===== src/rtl/divide_unit.sv =====
`default_nettype none
// +-------------------------------------------------------------------------+
// | divide_unit : iterative radix-2 restoring divider for RV32M DIV/REM ops |
// | rev 1.0                                                                 |
// +-------------------------------------------------------------------------+
module divide_unit #(
  parameter int XLEN    = 32,
  parameter int COUNT_W = 6
) (
  input  logic            CLK,
  input  logic            RESET,
  input  logic            START,
  input  logic [1:0]      FUNCT3,
  input  logic [XLEN-1:0] OPERAND1,
  input  logic [XLEN-1:0] OPERAND2,
  input  logic [4:0]      DEST_ADDRESS,
  input  logic            FLUSH,
  output logic            BUSY,
  output logic            VALID,
  output logic [XLEN-1:0] RESULT,
  output logic [4:0]      RESULT_ADDRESS
);

  typedef enum logic [1:0] {
    IDLE = 2'd0,
    CALC = 2'd1,
    FIX  = 2'd2
  } state_t;

  state_t              state_q, state_d;
  logic [COUNT_W-1:0]  cnt_q, cnt_d;
  logic [XLEN-1:0]     quo_q, quo_d;
  logic [XLEN-1:0]     rem_q, rem_d;
  logic [XLEN-1:0]     divisor_q, divisor_d;
  logic                qsign_q, qsign_d;
  logic                rsign_q, rsign_d;
  logic                is_rem_q, is_rem_d;
  logic [4:0]          dest_q, dest_d;
  logic                valid_q, valid_d;
  logic [XLEN-1:0]     result_q, result_d;
  logic [4:0]          result_addr_q, result_addr_d;

  logic            is_signed, sign1, sign2, div_zero, overflow, rem_ge;
  logic [XLEN-1:0] mag1, mag2;
  logic [XLEN:0]   rem_shift, rem_diff;

  assign is_signed = ~FUNCT3[0];
  assign sign1     = is_signed & OPERAND1[XLEN-1];
  assign sign2     = is_signed & OPERAND2[XLEN-1];
  assign mag1      = sign1 ? -OPERAND1 : OPERAND1;
  assign mag2      = sign2 ? -OPERAND2 : OPERAND2;
  assign div_zero  = (OPERAND2 == '0);
  assign overflow  = is_signed && (OPERAND1 == {1'b1, {(XLEN-1){1'b0}}}) && (OPERAND2 == '1);

  // The shifted partial remainder is one bit wider; the difference's top bit is the borrow.
  assign rem_shift = {rem_q, quo_q[XLEN-1]};
  assign rem_diff  = rem_shift - {1'b0, divisor_q};
  assign rem_ge    = ~rem_diff[XLEN];

  always_comb begin
    state_d       = state_q;
    cnt_d         = cnt_q;
    quo_d         = quo_q;
    rem_d         = rem_q;
    divisor_d     = divisor_q;
    qsign_d       = qsign_q;
    rsign_d       = rsign_q;
    is_rem_d      = is_rem_q;
    dest_d        = dest_q;
    valid_d       = 1'b0;
    result_d      = result_q;
    result_addr_d = result_addr_q;

    case (state_q)
      IDLE: begin
        if (START) begin
          is_rem_d = FUNCT3[1];
          dest_d   = DEST_ADDRESS;
          cnt_d    = '0;
          if (div_zero) begin
            // Final values are preloaded so FIX resolves the special case unchanged.
            quo_d   = '1;
            rem_d   = OPERAND1;
            qsign_d = 1'b0;
            rsign_d = 1'b0;
            state_d = FIX;
          end else if (overflow) begin
            quo_d   = OPERAND1;
            rem_d   = '0;
            qsign_d = 1'b0;
            rsign_d = 1'b0;
            state_d = FIX;
          end else begin
            quo_d     = mag1;
            rem_d     = '0;
            divisor_d = mag2;
            qsign_d   = sign1 ^ sign2;
            rsign_d   = sign1;
            state_d   = CALC;
          end
        end
      end
      CALC: begin
        if (FLUSH) begin
          state_d = IDLE;
        end else begin
          quo_d = {quo_q[XLEN-2:0], rem_ge};
          rem_d = rem_ge ? rem_diff[XLEN-1:0] : rem_shift[XLEN-1:0];
          if (cnt_q == COUNT_W'(XLEN-1)) begin
            state_d = FIX;
          end else begin
            cnt_d = cnt_q + COUNT_W'(1);
          end
        end
      end
      FIX: begin
        state_d = IDLE;
        if (!FLUSH) begin
          if (is_rem_q) result_d = rsign_q ? -rem_q : rem_q;
          else          result_d = qsign_q ? -quo_q : quo_q;
          result_addr_d = dest_q;
          valid_d       = 1'b1;
        end
      end
      default: state_d = IDLE;
    endcase
  end

  always_ff @(posedge CLK or posedge RESET) begin
    if (RESET) begin
      state_q       <= IDLE;
      cnt_q         <= '0;
      quo_q         <= '0;
      rem_q         <= '0;
      divisor_q     <= '0;
      qsign_q       <= 1'b0;
      rsign_q       <= 1'b0;
      is_rem_q      <= 1'b0;
      dest_q        <= '0;
      valid_q       <= 1'b0;
      result_q      <= '0;
      result_addr_q <= '0;
    end else begin
      state_q       <= state_d;
      cnt_q         <= cnt_d;
      quo_q         <= quo_d;
      rem_q         <= rem_d;
      divisor_q     <= divisor_d;
      qsign_q       <= qsign_d;
      rsign_q       <= rsign_d;
      is_rem_q      <= is_rem_d;
      dest_q        <= dest_d;
      valid_q       <= valid_d;
      result_q      <= result_d;
      result_addr_q <= result_addr_d;
    end
  end

  assign BUSY           = (state_q != IDLE);
  assign VALID          = valid_q;
  assign RESULT         = result_q;
  assign RESULT_ADDRESS = result_addr_q;

endmodule
`default_nettype wire

===== config.mk =====
export PLATFORM = sky130hd
export DESIGN_NAME = divide_unit
export DESIGN_NICKNAME = d
export VERILOG_FILES = /design/src/rtl/divide_unit.sv
export SDC_FILE = /design/constraint.sdc
export NUM_CORES = 1
export LEC_CHECK = 0
export ABC_AREA = 0
export CORE_ASPECT_RATIO = 0.6
export CORE_MARGIN = 2
export CORE_UTILIZATION = 50
export CTS_BUF_LIST = sky130_fd_sc_hd__clkbuf_16
export DETAILED_ROUTE_END_ITERATION = 8
export PLACE_DENSITY = 0.73
export SYNTH_ARGS = -nofsm -noshare
export SYNTH_HDL_FRONTEND = slang
export SYNTH_SLANG_ARGS = --single-unit

===== constraint.sdc =====
create_clock -name CLK -period 6.6 [get_ports CLK]
set_input_delay 1.32 -clock CLK [delete_from_list [all_inputs] [get_ports CLK]]
set_output_delay 1.32 -clock CLK [all_outputs]
set_load 0.005 [all_outputs]

==> results.json <==
{
  "status": "finished, final reports clean",
  "ir_drop_uv": 266,
  "cp_max_fo": 7,
  "ys.flop_type": "dfrtp_1",
  "avgSynthCellArea_um2": 7.81,
  "dieArea_um2": 23900,
  "rsz0062_at_grt": "false",
  "cts_tree": "built",
  "tns_ps": 0,
  "synthesis.nets": 1561,
  "ys_types": 68,
  "syn_to_final_growth_pct": 16.6,
  "synth-edff-count": 0,
  "clk_latency_ps": 450,
  "postCtsSetupRepairBufs": 0,
  "crit_arrival_ps": 5030,
  "totalWireLength_um": 35200,
  "num_io_pins": 114,
  "cts_buffers": 17,
  "finalCriticalPeriod_ps": 4670,
  "cp_cell_sequence": "clkdlybuf4s50_1, or4_1, nor4_1, nor4b_2, nand2_1, nor3_1, and3_1, a21oi_1, o21ai_0",
  "first_pass_iters": 5,
  "finalHoldViolCount": 0,
  "path_clk_slew_ps": 70,
  "finClkSkew_ps": 11.5,
  "synth_common_cells": "nand2_1, o21ai_0, dfrtp_1, a21oi_1, nor2_1",
  "dp_hpwl_um": 26300,
  "synth_seq_cells": 150,
  "startpoint_type": "input pin",
  "tightest_slew_ps": 1150,
  "vias": 11295,
  "async_flop_share_pct": 100,
  "slew_headroom_pct": 23.1,
  "timing.fmax_ghz": 0.214,
  "crit_path_max_incr_delay_ps": 740,
  "grt_pass1_wl_um": 54900,
  "start_util_pct": 51.1,
  "die_h_um": 120,
  "crit_path_top_delay_cell": "nor3_1",
  "crit_required_ps": 6960,
  "fp.dieW_um": 198,
  "rows": 42,
  "clock_sinks": 150,
  "antenna_cells": 0,
  "syn_area_um2": 11300,
  "grt_usage_pct": 29.7,
  "period_share_pct": 70.8,
  "post_cts_resized": 0,
  "cts_max_level": 4,
  "gp_congestion": 0.944,
  "worstSetupEndpointType": "flip-flop",
  "clockBufferDepth": 2,
  "pre_cts_ws_ps": 1670,
  "antenna_found_initial": 0,
  "vias_per_cell": 6.17,
  "root_buffer": "clkbuf_16",
  "drv_slew": 0,
  "yosysWarnings": 0,
  "p_leak_uw": 0.00538,
  "cap_violations": 0,
  "yosys.area.top_type": "dfrtp_1",
  "drive_gt1_share_pct": 4.92,
  "setup_ws_ps": 1930,
  "grt_overflow": 0,
  "nNetsFinal": 1625,
  "grt_max_degree": 109,
  "synth.most_common_cell": "nand2_1",
  "wl_per_cell_um": 19.2,
  "grt_pass1_vias": 9890,
  "place_inst": 1800,
  "synth_cells": 1447,
  "postLayoutCellArea_um2": 13200,
  "seq_area_frac_synth_pct": 33.2,
  "core_area_um2": 22100,
  "drtIter0Drc": 1257,
  "power_density_nw_per_um2": 510,
  "critPathKind": "in -> reg",
  "post-route-drc-count": 0,
  "final_antenna_net_count": 0,
  "setup_viol": 0,
  "placed_area_um2": 12600,
  "hold_path.class": "reg -> reg",
  "instances_no_fill": 1832,
  "numPortBuffers": 113,
  "cts-hold-fix-buffers": 0,
  "ys_top_cells_by_area": "dfrtp_1, o21ai_0, nand2_1, a21oi_1, xor2_1",
  "netlist.area_leader.share_pct": 33.2
}
-- sequential cells by signal (all words and copies together), names as in the netlist, 2 cells and up --
| register | flops |
|---|---|
| dest_q | 5 |
| cnt_q | 6 |
| RESULT_ADDRESS | 5 |
| RESULT | 32 |
| state_q | 2 |
| divisor_q | 32 |
| rem_q | 32 |
| quo_q | 32 |
-- critical path, delay by kind of cell --
family                 cells  cell delay (ps)
AND/OR/NAND/NOR            6             3060
AO/OA/AOI/OAI              2              130
buffers and inverters      1              520
-- per-stage QoR --
stage | utilization (%) | power, µW | hold slack, ps
after CTS | 59.6 | 6650 | 468
final | 59.6 | 6730 | 471
after detailed placement | 57.1 | 5670 | 452
after floorplan | - | 4470 | 439
after global placement | 57.1 | 5580 | 447
after global routing | 59.6 | 7210 | 501
-- path summary, 6_finish.rpt --
kind / from / endpoint / slack, ps / depth (start not counted)
setup / recovery: OPERAND2[6] / rem_q[3] / 1930 / 9
hold / removal: dest_q[1] / RESULT_ADDRESS[1] / 470 / 2
setup reg to reg: quo_q[31] / rem_q[19] / 2090 / 12
hold reg to reg: dest_q[1] / RESULT_ADDRESS[1] / 470 / 2
max in group asynchronous: RESET / RESULT[31] / 3900 / 3
min in group asynchronous: RESET / rem_q[3] / 1490 / 2
-- power by group --
part / internal [µW] / switching [µW] / total, µW
sequential: 1330 / 497 / 1830
clock: 519 / 432 / 951
combinational: 1630 / 2320 / 3950
total: 3480 / 3250 / 6730
-- cells by family after synthesis --
logic type | count (synthesis) | share of synthesized area [%]
flops | 150 | 33.2
xor+xnor | 138 | 10.7
compound gates | 448 | 23.5
mux | 12 | 1.10
simple gates | 517 | 22.1
fa+ha+maj | 39 | 4.38
buf+inv | 143 | 4.97
-- cells in the final DEF (no fill, tap or decap), types with 12 or more instances in the layout --
| cell | instances |
|---|---|
| clkdlybuf4s50_1 | 113 |
| nor4_1 | 19 |
| or4_1 | 12 |
| a21o_1 | 16 |
| clkbuf_16 | 17 |
| nand4_1 | 15 |
| or3_1 | 42 |
| xor2_1 | 70 |
| xnor2_1 | 68 |
| dfrtp_1 | 150 |
| nor2_1 | 100 |
| nor3_1 | 36 |
| and3_1 | 14 |
| nand2b_1 | 20 |
| o21ai_0 | 172 |
| ha_1 | 38 |
| buf_4 | 15 |
| a31oi_1 | 21 |
| inv_1 | 59 |
| o31ai_1 | 26 |
| nand2_1 | 185 |
| a21oi_1 | 131 |
| o41ai_1 | 13 |
| nand3_1 | 27 |
-- layout make-up --
| cell class | count | area (µm²) |
|---|---|---|
| Tap cell | 308 | 385 |
| Sequential cell | 150 | 3750 |
| Clock buffer | 17 | 425 |
| Clock inverter | 15 | 130 |
| Timing Repair Buffer | 128 | 1240 |
| Inverter | 60 | 230 |
| Fill cell | 2060 | 8940 |
| Multi-Input combinational cell | 1154 | 7010 |
-- metal layers --
metal | wire, µm | track usage (%)
met1 | 16900 | 47.0
met2 | 14600 | 41.2
met3 | 3390 | 6.14
met4 | 252 | 5.97
met5 | 0 | 0
No activity file was read; power rests on OpenSTA's default activity.
